--- src/rtl/pulse_osc_pkg.sv ---
// Shared types for the pulse oscillator: output modes and the configuration record
// exchanged between the top level and the shadow register pair.
package pulse_osc_pkg;

  // Config fields are sized for the widest supported instance; each module uses the low bits.
  localparam int CFG_MAX_W = 64;

  typedef enum logic [1:0] {
    MODE_SQUARE = 2'd0,
    MODE_PULSE  = 2'd1,
    MODE_MUTE   = 2'd2
  } mode_e;

  typedef struct packed {
    mode_e                mode;
    logic [CFG_MAX_W-1:0] period;
    logic [CFG_MAX_W-1:0] high;
    logic [CFG_MAX_W-1:0] amp;
  } cfg_t;

  localparam cfg_t CFG_RESET = '{mode: MODE_MUTE, period: '0, high: '0, amp: '0};

  // Encoding 3 is reserved and behaves as mute.
  function automatic mode_e decode_mode(input logic [1:0] raw);
    return (raw == 2'd3) ? MODE_MUTE : mode_e'(raw);
  endfunction

endpackage

--- src/rtl/pulse_osc_shadow.sv ---
// Pending/active configuration pair: one-deep shadow slot, ready flag and the rule
// deciding when the pending config becomes active.
module pulse_osc_shadow
  import pulse_osc_pkg::*;
(
  input  logic clk,
  input  logic reset_n,
  input  logic en,
  input  logic restart,
  input  logic cfg_valid,
  input  cfg_t cfg_in,
  output logic cfg_ready,
  output cfg_t active,
  output cfg_t active_next
);

  logic pend_valid;
  cfg_t pend;
  logic accept;
  logic apply;
  logic direct;

  // NOTE: every always_comb output gets a default first so no path leaves it unassigned (no latch).
  always_comb begin
    accept      = en && cfg_valid && !pend_valid;
    apply       = pend_valid && (!en || restart);
    direct      = !en && cfg_valid && !pend_valid;
    active_next = active;
    if (apply) begin
      active_next = pend;
    end else if (direct) begin
      active_next = cfg_in;
    end
  end

  // NOTE: sequential state uses non-blocking assignments so all flops update together at the edge.
  always_ff @(posedge clk) begin
    if (!reset_n) begin
      pend_valid <= 1'b0;
      active     <= CFG_RESET;
    end else begin
      active <= active_next;
      if (apply) begin
        pend_valid <= 1'b0;
      end else if (accept) begin
        pend_valid <= 1'b1;
      end
    end
  end

  // NOTE: the pending payload has no reset; pend_valid alone qualifies it.
  always_ff @(posedge clk) begin
    if (reset_n && accept) begin
      pend <= cfg_in;
    end
  end

  assign cfg_ready = !pend_valid;

endmodule

--- src/rtl/pulse_osc.sv ---
// Square/pulse oscillator: 1-based period counter, wrap strobe and a signed +/-amp
// sample that is registered together with the counter so both always agree.
module pulse_osc
  import pulse_osc_pkg::*;
#(
  parameter int SAMPLE_W = 32,
  parameter int CNT_W    = 32
) (
  input  logic                       clk,
  input  logic                       reset_n,
  input  logic                       en,
  input  logic                       phase_rst,
  input  logic                       cfg_valid,
  output logic                       cfg_ready,
  input  logic [1:0]                 cfg_mode,
  input  logic [CNT_W-1:0]           cfg_period,
  input  logic [CNT_W-1:0]           cfg_high,
  input  logic [SAMPLE_W-2:0]        cfg_amp,
  output logic signed [SAMPLE_W-1:0] out,
  output logic [CNT_W-1:0]           counter,
  output logic                       wrap
);

  cfg_t cfg_in;
  cfg_t active;
  cfg_t active_next;

  logic [CNT_W-1:0]           period;
  logic [CNT_W-1:0]           period_next;
  logic [CNT_W-1:0]           high_next;
  logic [SAMPLE_W-2:0]        amp_next;
  logic [CNT_W-1:0]           threshold;
  logic [CNT_W-1:0]           counter_next;
  logic signed [SAMPLE_W-1:0] amp_s;
  logic signed [SAMPLE_W-1:0] out_next;
  logic                       period_end;
  logic                       restart;
  logic                       wrap_next;
  logic                       unused_cfg;

  always_comb begin
    cfg_in                   = '0;
    cfg_in.mode              = decode_mode(cfg_mode);
    cfg_in.period[CNT_W-1:0] = cfg_period;
    cfg_in.high[CNT_W-1:0]   = cfg_high;
    cfg_in.amp[SAMPLE_W-2:0] = cfg_amp;
  end

  // With period 0 every cycle counts as a restart, so a pending config can still land.
  pulse_osc_shadow u_shadow (
    .clk         (clk),
    .reset_n     (reset_n),
    .en          (en),
    .restart     (restart),
    .cfg_valid   (cfg_valid),
    .cfg_in      (cfg_in),
    .cfg_ready   (cfg_ready),
    .active      (active),
    .active_next (active_next)
  );

  assign period      = active.period[CNT_W-1:0];
  assign period_next = active_next.period[CNT_W-1:0];
  assign high_next   = active_next.high[CNT_W-1:0];
  assign amp_next    = active_next.amp[SAMPLE_W-2:0];
  assign unused_cfg  = ^{active, active_next};

  // Compare before increment: counter never exceeds period, so +1 cannot overflow.
  assign period_end   = counter >= period;
  assign restart      = period_end || phase_rst;
  assign counter_next = restart ? CNT_W'(1) : counter + CNT_W'(1);
  assign wrap_next    = period_end && !phase_rst && (period != '0);

  assign threshold = (active_next.mode == MODE_SQUARE) ? (period_next >> 1) : high_next;
  assign amp_s     = {1'b0, amp_next};

  always_comb begin
    out_next = '0;
    if (active_next.mode != MODE_MUTE && period_next >= CNT_W'(2)) begin
      out_next = (counter_next <= threshold) ? amp_s : -amp_s;
    end
  end

  always_ff @(posedge clk) begin
    if (!reset_n || !en) begin
      counter <= CNT_W'(1);
      out     <= '0;
      wrap    <= 1'b0;
    end else begin
      counter <= counter_next;
      out     <= out_next;
      wrap    <= wrap_next;
    end
  end

endmodule

--- config.mk ---
export PLATFORM = sky130hd
export DESIGN_NAME = pulse_osc
export DESIGN_NICKNAME = d
export VERILOG_FILES = /design/src/rtl/pulse_osc_pkg.sv /design/src/rtl/pulse_osc_shadow.sv /design/src/rtl/pulse_osc.sv
export SDC_FILE = /design/constraint.sdc
export NUM_CORES = 1
export LEC_CHECK = 0
export ABC_AREA = 1
export BUFFER_PORTS_ARGS = -buffer_cell sky130_fd_sc_hd__buf_2
export CORE_ASPECT_RATIO = 0.5
export CORE_UTILIZATION = 54
export CTS_CLUSTER_SIZE = 25
export DETAILED_ROUTE_END_ITERATION = 6
export MAX_ROUTING_LAYER = met4
export PLACE_DENSITY = 0.85
export SETUP_SLACK_MARGIN = 0.4
export SLEW_MARGIN = 20
export SYNTH_ARGS = -nofsm -noshare
export SYNTH_HDL_FRONTEND = slang
export SYNTH_HIERARCHICAL = 1
export SYNTH_SLANG_ARGS = --single-unit
--- constraint.sdc ---
create_clock -name clk -period 14.3 [get_ports clk]
set_input_delay 0 -clock clk [delete_from_list [all_inputs] [get_ports clk]]
set_output_delay 0 -clock clk [all_outputs]
set_load 0.01 [all_outputs]
# After elaboration in Yosys (flattened, before gate mapping)
# Cells that the tools add are included.
# totals
out_inout_bits	66
regBits	260
input_bits	102
wordCells	49
# classes
bitwise_logic	2
n_addsub	2
n_mux	6
n_lt_le_gt_ge	3
n_eq_ne	2
reduce_logical	21
# op_table
operator	count
2-to-1 mux 194 bit	2
2-to-1 mux 32 bit	2
adder 32 x 1 -> 32 bit (second input constant)	1
>= comparator 32 x 2 -> 1 bit (second input constant)	1
>= comparator 32 bit	1
less-or-equal comparator 32 bit	1
negator 31 -> 32 bit	1
nonzero test 32 bit	1
2-to-1 mux 31 bit	1
logical AND 1 bit	9
zero test 1 bit	4
OR reduction 2 bit	2
logical OR 1 bit	3
OR reduction 3 bit	1
equality test 2 bit (second input constant)	1
zero test 2 bit	1
2-to-1 mux 2 bit	1
!= test 2 bit (second input constant)	1
inverter 1 bit	2

# Logic depth before layout (Yosys ltp)
# Gate-level depths: netlist (run 1).
# depth
depth_word	9
depth_mapped	40
mapped_depth_nobuf	35

# By module
# The synthesis (run 1) kept the hierarchy.
# by_module_without_submodules
mod	instances	cells_each	area_per_inst_um2	seq_area_each_um2
pulse_osc_shadow	1	1905	17190.2	9729.3
pulse_osc	1	904	5964.5	1301.2

# Worst setup path before layout (run 1)
# OpenSTA, ideal clock, no wires.
# synth_timing
path_type	register to register
from	register u_shadow.pend_valid
to	register u_shadow/pend[0] in the netlist's numbering (enable)
stages_incl_launch_ff	6
slack_ps	4679
arrival_time_ps	8870
path_cell_list	dfxtp_1 > buf_4 > buf_2 > inv_1 > nand3_1 > nor2_1
# synth_between
elab_chain_cells	3
# synth_rtl
item	line	source
start, declared	pulse_osc_shadow.sv:17	logic pend_valid;
start signal, assigned	pulse_osc_shadow.sv:39	pend_valid <= 1'b0;
start signal, assigned	pulse_osc_shadow.sv:44	pend_valid <= 1'b0;
start signal, assigned	pulse_osc_shadow.sv:46	pend_valid <= 1'b1;
zero test 1 bit	n/a	
via cfg_ready	pulse_osc.sv:14	output logic cfg_ready,
logical AND 1 bit	pulse_osc_shadow.sv:25	accept = en && cfg_valid && !pend_valid;
logical AND 1 bit	pulse_osc_shadow.sv:53	if (reset_n && accept) begin
end signal, assigned	pulse_osc_shadow.sv:54	pend <= cfg_in;
end, declared	pulse_osc_shadow.sv:18	cfg_t pend;
# The timed path passes the listed nets, and every way through them passes these cells.
# A chain may end at the register's enable or synchronous reset.

==> summary.md, run 1 <==
| Metric | Value |
|---|---|
| Area of placed instances | 15460 sq um |
| CTS root buf | clkbuf_16 |
| TritonRoute pass-1 iters | 7 |
| Critical Path Start Type | flip-flop |
| Reg2Reg Depth | 30 |
| CP dominant cell by count | nand2_1 |
| First-pass GRT wire length | 69480 microns |
| Core ar. | 26590 sq um |
| Post-route DRC | 7 |
| Post-CTS Resized | 0 |
| Post-route setup TNS | 0 ps |
| DR vias/cell | 5.804 |
| Initial DRC count | 1877 |
| Number of buffers created by CTS | 25 |
| Cell leakage power | 7.678 nW |
| Per-cell routed wire length | 18.06 microns |
| Violated checks | DRC |
| Hold WC Path Type | primary input to flip-flop |
| Core Rows | 42 |
| Post-CTS setup buffer count | 0 |
| Worst EP arrival | 8980 ps |
| Syn. warnings | 6 |
| Peak supply drop | 0.07423 mV |
| Reg2reg setup slack | 5710 ps |
| Final Hold Vio Count | 0 |
| CP Data Required Time | 14690 ps |
| # IOs | 168 |
| WL final | 44070 microns |
| Total Routing Usage GR | 0.3194 |
| Hold Path Depth | 5 |
| CP Capture Type | flip-flop |
| Initial Util | 0.5540 |
| Post-Syn Area | 14730 sq um |
| Slowest CP cell | nor2_4 |
| Fraction of layout cells with a size suffix above 1 | 0.1501 |
| Critical path class | flip-flop to flip-flop |
| Number of port buffers | 167 |
| Die Wd | 235.6 microns |
| Crit path largest cell delay | 890 ps |
| Vias in the first global route | 13.26k |
| Final Util | 0.6502 |
| Clock sinks | 260 |
| Worst Tran Pin Value | 1130 ps |
| Nets | 2234 |
| CTS tree | yes |
| Antenna viol nets, final | 0 |
| Avg Inst Size Synth | 7.806 sq um |
| Initial antenna violation count | 3 |
| Highest net fanout along the worst path | 64 |
| Hold Path Origin | cfg_valid |
| Status | complete, but fails checks |
| Die Ht | 118.8 microns |
| Clock insertion delay at the later pin of the skew report | 550 ps |
| RR Startpoint | u_shadow/active[141]$_SDFF_PN0_ |
| GRT overflow | 0 |
| Buffers and inverters on the worst path | 6 |
| H-tree Lvls | 1 |
| Mapped Nets | 2055 |
| CP top delay family | simple AND/OR/NAND/NOR gates |
| Slew Limit Fails | 0 |
| Layout area overhead | 17.36% |
| Commonest non-fill, non-tap cell in the layout | nand2_1 |
| Pin count of the biggest net entering global routing | 98 |
| Design area | 17290 sq um |
| HPWL after DPL | 27820 microns |
| Die area | 27980 sq um |
| Placed cells | 2290 |
| CTS max path bufs | 3 |
| Power per cell area | 107.5 nW/um^2 |
| Power Total | 1.858 mW |
| Minimum clock period | 8585 ps |
| Clock Skew | 20.78 ps |
| Final worst-path cycle share | 0.6004 |
| R2R Path End | out[1]$_SDFF_PP0_ |
| Hold Path End | u_shadow/active[79]$_SDFF_PN0_ |
| Finished Layout Cells | 2440 |
| Cells after synthesis | 1887 |
| Worst slew margin | 0.2449 |
| Placer Congestion | 0.9621 |
| Total number of vias | 14.16k |
| CTS clk-pin slew, worst paths | 70 ps |
| Commonest cells after routing, fill and taps aside | nand2_1 (381), nand3_1 (304), inv_1 (193) |
| Setup violations, final | 0 |
| F_max | 116.5 MHz |
| RSZ-0062 raised after global routing | no |
| Max-Cap Viols | 0 |
-- worst max-delay path by stage --
stage,end,depth (start not counted),start,slack (ps)
2_1_floorplan,u_shadow/pend[0]$_DFFE_PP_,5,u_shadow/pend_valid$_SDFFE_PP0P_,8890
3_3_place_gp,out[8]$_SDFF_PP0_,34,counter[13]$_SDFF_PP0_,6460
3_5_place_dp,out[18]$_SDFF_PP0_,29,counter[19]$_SDFF_PP0_,6210
4_1_cts,out[1]$_SDFF_PP0_,32,u_shadow/active[141]$_SDFF_PN0_,6140
5_1_grt,out[30]$_SDFF_PP0_,29,counter[13]$_SDFF_PP0_,5230
6_report,out[1]$_SDFF_PP0_,30,u_shadow/active[141]$_SDFF_PN0_,5710
-- sequential cells by signal, summed over array words and instances, names as in the netlist --
signal	cells
u_shadow/pend	97
u_shadow/active	97
out	32
u_shadow/pend_valid	1
counter	32
wrap	1
-- through the flow --
step	worst slack [ps]	hold slack [ps]
floorplan	8892	94.25
CTS	6140	89.55
global placement	6464	192.3
finish	5715	105.9
global route	5227	156.4
detailed placement	6210	193.2
-- tightest hold or removal path: cells and delay by family --
kind	cells	cell delay, ps
buffers and inverters	2	330
AND/OR/NAND/NOR	2	210
AO/OA/AOI/OAI	1	50
-- layer usage --
layer	part of all wire	vias up	global-route usage
met5	0	-	-
met4	0.044	0	0.1279
met3	0.10	175	0.05302
met2	0.46	875	0.4943
met1	0.40	6495	0.4187
li1	-	6617	-
-- what timing repair did --
item	in CTS	in global routing
endpoints found under the hold margin	204	0
hold buffers	101	0
setup endpoints to repair	0	0
-- layout make-up --
class	instances	area [sq um]
Antenna cell	3	7.507
Clock buffer	29	650.6
Clock inverter	17	155.1
Fill cell	2134	9303
Inverter	210	788.3
Multi-Input combinational cell	1289	7114
Sequential cell	260	6180
Tap cell	352	440.4
Timing Repair Buffer	280	1952
-- power by group --
| part | switching, mW | leakage, nW | internal (mW) |
|---|---|---|---|
| Sequential | 0.0162 | 2.22 | 0.800 |
| Clock | 0.311 | 0.395 | 0.366 |
| Combinational | 0.239 | 5.07 | 0.125 |
| Total | 0.566 | 7.68 | 1.29 |
(Power assumes the default switching activity.)
==> run 2: changes to the inputs <==
PLACE_DENSITY = 0.87   (was 0.85)
clock period = 7.2 ns   (was 14.3 ns; I/O delays follow)
==> run 2 against run 1 <==
Against the previous run:
- the run now ends clean
- combinational power grew 95%
- critical path depth shrank 4
- clock-buffer cell count increased by 3
==> summary.md, run 2 (synthesized netlist as in run 1, its figures left out) <==
| Metric | Value |
|---|---|
| Reg2reg setup slack | 800 ps |
| Commonest cells after routing, fill and taps aside | nand2_1 (381), nand3_1 (304), inv_1 (193) |
| Layout area overhead | 18.40% |
| Initial Util | 0.5540 |
| Initial DRC count | 1926 |
| First-pass GRT wire length | 69590 microns |
| Slowest CP cell | nor2_4 |
| Number of port buffers | 167 |
| Post-CTS Resized | 0 |
| Critical Path Start Type | flip-flop |
| CP top delay family | simple AND/OR/NAND/NOR gates |
| Minimum clock period | 6398 ps |
| Per-cell routed wire length | 17.87 microns |
| Core ar. | 26590 sq um |
| Vias in the first global route | 13.51k |
| Top flop regs | u_shadow/active x97, u_shadow/pend x97 |
| Hold Path Depth | 2 |
| Pin count of the biggest net entering global routing | 100 |
| Highest net fanout along the worst path | 42 |
| HPWL after DPL | 27660 microns |
| Slew Limit Fails | 0 |
| Placer Congestion | 0.9772 |
| Setup violations, final | 0 |
| Buffers and inverters on the worst path | 3 |
| Post-route setup TNS | 0 ps |
| Antenna viol nets, final | 0 |
| DR vias/cell | 5.759 |
| CTS root buf | clkbuf_16 |
| RR Startpoint | counter[19]$_SDFF_PP0_ |
| H-tree Lvls | 1 |
| Final worst-path cycle share | 0.8886 |
| Total number of vias | 14.08k |
| Area of placed instances | 15460 sq um |
| Worst slew margin | 0.2417 |
| Hold Path Origin | cfg_high[25] |
| Commonest non-fill, non-tap cell in the layout | nand2_1 |
| Nets | 2238 |
| CP Data Required Time | 7590 ps |
| Design area | 17440 sq um |
| Fraction of layout cells with a size suffix above 1 | 0.1508 |
| Crit path largest cell delay | 890 ps |
| # IOs | 168 |
| Core Rows | 42 |
| R2R Path End | out[13]$_SDFF_PP0_ |
| Peak supply drop | 0.1502 mV |
| CP dominant cell by count | nand2_1 |
| Worst Tran Pin Value | 1135 ps |
| Die area | 27980 sq um |
| Max-Cap Viols | 0 |
| CTS tree | yes |
| Final Hold Vio Count | 0 |
| Critical path class | flip-flop to flip-flop |
| Initial antenna violation count | 2 |
| FILL cells | 2061 |
| Cell leakage power | 7.747 nW |
| Status | finished clean |
| Post-route DRC | 0 |
| Die Ht | 118.8 microns |
| GRT overflow | 0 |
| CP Capture Type | flip-flop |
| Total Routing Usage GR | 0.3188 |
| Die Wd | 235.6 microns |
| Number of buffers created by CTS | 25 |
| Reg2Reg Depth | 26 |
| Worst EP arrival | 6780 ps |
| Clock Skew | 14.34 ps |
| Clock sinks | 260 |
| RSZ-0062 raised after global routing | no |
| Hold WS | 184.8 ps |
| Clock insertion delay at the later pin of the skew report | 540 ps |
| CTS max path bufs | 3 |
| Hold Path End | u_shadow/pend[89]$_DFFE_PP_ |
| TritonRoute pass-1 iters | 6 |
| CTS clk-pin slew, worst paths | 70 ps |
| Hold WC Path Type | primary input to flip-flop |
| WL final | 43680 microns |
| Power Total | 3.831 mW |
| F_max | 156.3 MHz |
| Power per cell area | 219.6 nW/um^2 |
run 2: changes by cell type in the layout (fill, tap and decap cells not counted), sizes merged:
| cell | before | now |
|---|---|---|
| buf | 179 | 182 |
| bufinv | 2 | 5 |
| clkbuf | 29 | 32 |
| clkinv | 19 | 13 |
| clkinvlp | 3 | 2 |
| dlygate4sd3 | 101 | 102 |
| inv | 203 | 204 |
run 2: layer usage:
metal | part of all wire | vias up | GRT usage | wire (microns)
li1 | - | 6634 | - | -
met1 | 0.41 | 6455 | 0.4141 | 17930
met2 | 0.46 | 840 | 0.4989 | 19910
met3 | 0.094 | 147 | 0.05302 | 4097
met4 | 0.040 | 0 | 0.1254 | 1738
met5 | 0 | - | - | 0
run 2: worst max path at each step:
stage                                                start                         end  slack, ps  cells after the start
after floorplan           u_shadow/pend_valid$_SDFFE_PP0P_  u_shadow/pend[0]$_DFFE_PP_       1790                      5
after global placement              counter[19]$_SDFF_PP0_           out[2]$_SDFF_PP0_       1400                     31
after detailed placement            counter[19]$_SDFF_PP0_          out[21]$_SDFF_PP0_       1220                     31
after CTS                           counter[19]$_SDFF_PP0_          out[13]$_SDFF_PP0_       1150                     31
after global routing                counter[19]$_SDFF_PP0_          out[13]$_SDFF_PP0_        410                     26
final                               counter[19]$_SDFF_PP0_          out[13]$_SDFF_PP0_        800                     26
run 2: power by group:
part           internal [mW]  leakage (nW)  switching (mW)  total, mW
Sequential              1.59          2.22          0.0373       1.63
Clock                  0.880         0.443           0.614       1.49
Combinational          0.250          5.09           0.461      0.711
run 2: repair_timing:
item	in CTS	in global routing
hold buffers	102	0
endpoints found under the hold margin	198	0
setup buffers	0	0
run 2: area by class of cell:
cell class,instances,area (sq um),area share
Inverter,210,788.3,0.04520
Sequential cell,260,6180,0.3543
Clock inverter,14,214.0,0.01227
Timing Repair Buffer,284,1992,0.1142
Clock buffer,32,704.4,0.04039
Tap cell,352,440.4,0.02525
Antenna cell,3,7.507,0.0004304
Multi-Input combinational cell,1289,7114,0.4079
run 2: through the flow:
stage / setup WS [ps] / std cells / util
2_1_floorplan: 1792 / 1887 / -
3_3_place_gp: 1402 / 2292 / 0.5815
3_5_place_dp: 1216 / 2292 / 0.5815
4_1_cts: 1148 / 2440 / 0.6545
5_1_grt: 412.8 / 2443 / 0.6558
6_report: 802.2 / 2444 / 0.6559
run 2: worst reg2reg max path, stage by stage (launching register included):
cell and delay, ps:
dfxtp_1 550, ha_1 320, a21oi_1 190, nand2_1 90
nand2_1 70, nand3_1 80, a21oi_2 220, nand4_4 120
inv_1 100, nand2_4 280, nand2_4 270, inv_1 80
nand2_1 90, nand3_1 170, nor2_4 890, o21ai_0 270
ha_1 370, nand2_1 70, o21ai_0 260, nand2_1 110
nand2_1 110, a21oi_1 60, nand2_1 70, buf_4 310
nand2_1 720, nand2_1 280, a21oi_1 90
==> run 3: changes to the inputs <==
REMOVE_ABC_BUFFERS = 1   (was not set)
==> run 3 against run 2 <==
Against the previous run:
- power fell by 6.1%
- non-clock buffer count did not move
- first-iteration DRC count fell by 32%
- die area did not move
- register-to-register slack improved by 670 ps
- clock skew rose by 0.72 ps
- combinational power fell by 1%
- sequential cell count did not move
- wire length fell by 4.7%
- sequential share of layout area rose by 0.41 points
- final cell count fell by 0.20%
- critical endpoint is now out[29]$_SDFF_PP0_
- largest cell class unchanged
==> summary.md, run 3 (synthesized netlist as in run 1, its figures left out) <==
| Metric | Value |
|---|---|
| Slowest CP cell | nor2_4 |
| WL final | 41630 microns |
| Buffers and inverters on the worst path | 3 |
| CTS root buf | clkbuf_16 |
| Number of buffers created by CTS | 25 |
| RSZ-0062 raised after global routing | no |
| GRT overflow | 0 |
| CP Capture Type | flip-flop |
| Top flop regs | u_shadow/active x97, u_shadow/pend x97 |
| Initial DRC count | 1302 |
| Placer Congestion | 1.013 |
| Post-CTS Resized | 0 |
| Critical path class | flip-flop to flip-flop |
| Hold Path Origin | cfg_valid |
| TritonRoute pass-1 iters | 6 |
| Nets | 2238 |
| Layout area overhead | 17.04% |
| Highest net fanout along the worst path | 51 |
| CTS max path bufs | 3 |
| Fraction of layout cells with a size suffix above 1 | 0.1476 |
| Core ar. | 26590 sq um |
| Worst EP arrival | 6170 ps |
| Slew Limit Fails | 0 |
| HPWL after DPL | 27380 microns |
| Vias in the first global route | 13.04k |
| Critical Path Start Type | flip-flop |
| Placed cells | 2294 |
| Post-route DRC | 0 |
| CTS clk-pin slew, worst paths | 60 ps |
| Peak supply drop | 0.1594 mV |
| Minimum clock period | 5725 ps |
| Initial antenna violation count | 0 |
| R2R Path End | out[29]$_SDFF_PP0_ |
| Hold WC Path Type | primary input to flip-flop |
| Clock insertion delay at the later pin of the skew report | 550 ps |
| Crit path largest cell delay | 820 ps |
| Reg2reg setup slack | 1470 ps |
| Number of port buffers | 167 |
| Reg2Reg Depth | 22 |
| Initial Util | 0.5540 |
| Hold Path Depth | 5 |
| Post-route setup TNS | 0 ps |
| CP top delay family | simple AND/OR/NAND/NOR gates |
| Cell leakage power | 7.665 nW |
| # IOs | 168 |
| CTS tree | yes |
| Clock Skew | 15.06 ps |
| Antenna viol nets, final | 0 |
| Die Ht | 118.8 microns |
| Total Routing Usage GR | 0.3063 |
| Worst slew margin | 0.2480 |
| Max-Cap Viols | 0 |
| Core Rows | 42 |
| Per-cell routed wire length | 17.07 microns |
| Commonest cells after routing, fill and taps aside | nand2_1 (381), nand3_1 (304), inv_1 (193) |
| F_max | 174.7 MHz |
| Final worst-path cycle share | 0.7952 |
| DR vias/cell | 5.599 |
| Power per cell area | 208.6 nW/um^2 |
| H-tree Lvls | 1 |
| Worst Tran Pin Value | 1128 ps |
| Total number of vias | 13.66k |
| Design area | 17240 sq um |
| Die area | 27980 sq um |
| Area of placed instances | 15480 sq um |
| Finished Layout Cells | 2439 |
| Ant. Diodes | 0 |
| FILL cells | 2196 |
| CP dominant cell by count | nand2_1 |
| Pin count of the biggest net entering global routing | 99 |
| Hold Path End | u_shadow/active[0]$_SDFF_PN0_ |
| Crit-path cells | nor2_4, nand2_4, nand3_1, nand3_1, nor2_4, buf_4, mux2i_1, ha_1, nand2_1, inv_1, nand2_1, nand2_1, nand2_1, nand2_1, nand2_1, nand2_1, nand2_1, nand2_1, nand2_1, buf_4, nand2_1, a21oi_1 |
| First-pass GRT wire length | 67390 microns |
| Setup violations, final | 0 |
| Clock sinks | 260 |
| Final Hold Vio Count | 0 |
| Status | finished clean |
| Commonest non-fill, non-tap cell in the layout | nand2_1 |
| Die Wd | 235.6 microns |
| RR Startpoint | u_shadow/pend_valid$_SDFFE_PP0P_ |
| CP Data Required Time | 7650 ps |
==> run 3: cell types whose count changed in the layout (fill, tap and decap cells not counted), moves of 2 or more <==
cell	before	now
clkbuf_1	4	8
clkbuf_16	27	25
diode_2	3	0
inv_6	3	1
clkinv_1	10	12
clkinv_2	2	4
buf_4	15	17
bufinv_16	5	1
clkinvlp_4	2	0
==> run 3: worst max-delay path by stage <==
stage / start / endpoint / slack, ps / cells past startpoint
4_1_cts: u_shadow/pend_valid$_SDFFE_PP0P_ / out[29]$_SDFF_PP0_ / 1580 / 22
3_3_place_gp: u_shadow/pend_valid$_SDFFE_PP0P_ / out[18]$_SDFF_PP0_ / 1840 / 23
6_report: u_shadow/pend_valid$_SDFFE_PP0P_ / out[29]$_SDFF_PP0_ / 1470 / 22
2_1_floorplan: counter[19]$_SDFF_PP0_ / out[10]$_SDFF_PP0_ / -1700 / 32
3_5_place_dp: u_shadow/pend_valid$_SDFFE_PP0P_ / out[29]$_SDFF_PP0_ / 1630 / 20
5_1_grt: u_shadow/pend_valid$_SDFFE_PP0P_ / out[22]$_SDFF_PP0_ / 1140 / 20
==> run 3: what timing repair did <==
item / CTS / global route
endpoints found under the hold margin: 198 / 0
hold buffers: 101 / 0
endpoints found under the setup margin: 0 / 0
buffers inserted: 0 / 0
==> run 3: layout make-up <==
type | count | area (sq um) | share of cell area
Timing Repair Buffer | 284 | 1969 | 0.1142
Clock buffer | 34 | 669.4 | 0.03883
Clock inverter | 10 | 78.83 | 0.004572
Tap cell | 352 | 440.4 | 0.02555
Multi-Input combinational cell | 1289 | 7114 | 0.4127
Sequential cell | 260 | 6180 | 0.3584
Inverter | 210 | 788.3 | 0.04572
==> run 3: routing by layer <==
metal | track usage | vias to the layer above | share of wire
met3 | 0.03901 | 115 | 0.061
met4 | 0.1168 | 0 | 0.039
met2 | 0.4935 | 554 | 0.47
met1 | 0.3953 | 6359 | 0.43
li1 | - | 6627 | -
met5 | - | - | 0
==> run 3: stage by stage <==
stage               worst slack [ps]  utilization  total power [mW]  hold WS (ps)
floorplan                      -1704            -             2.098         94.26
global placement                1838       0.5821             2.281         192.0
detailed placement              1631       0.5821             2.297         193.0
CTS                             1584       0.6483             3.586         119.1
global route                    1144       0.6484             3.759         172.8
finish                          1475       0.6484             3.597         132.1
==> run 3: power by group <==
group          internal (mW)  leakage (nW)  switching (mW)  total, mW
registers               1.59          2.22          0.0364       1.63
logic                  0.248          5.08           0.455      0.703
clock network          0.687         0.368           0.581       1.27
total                   2.52          7.66            1.07       3.60
==> run 3: tightest hold or removal path, cell delays in order <==
cell     delay [ps]
buf_4           270
nand3_1         160
nand2_1          50
inv_1            60
a21oi_1          50
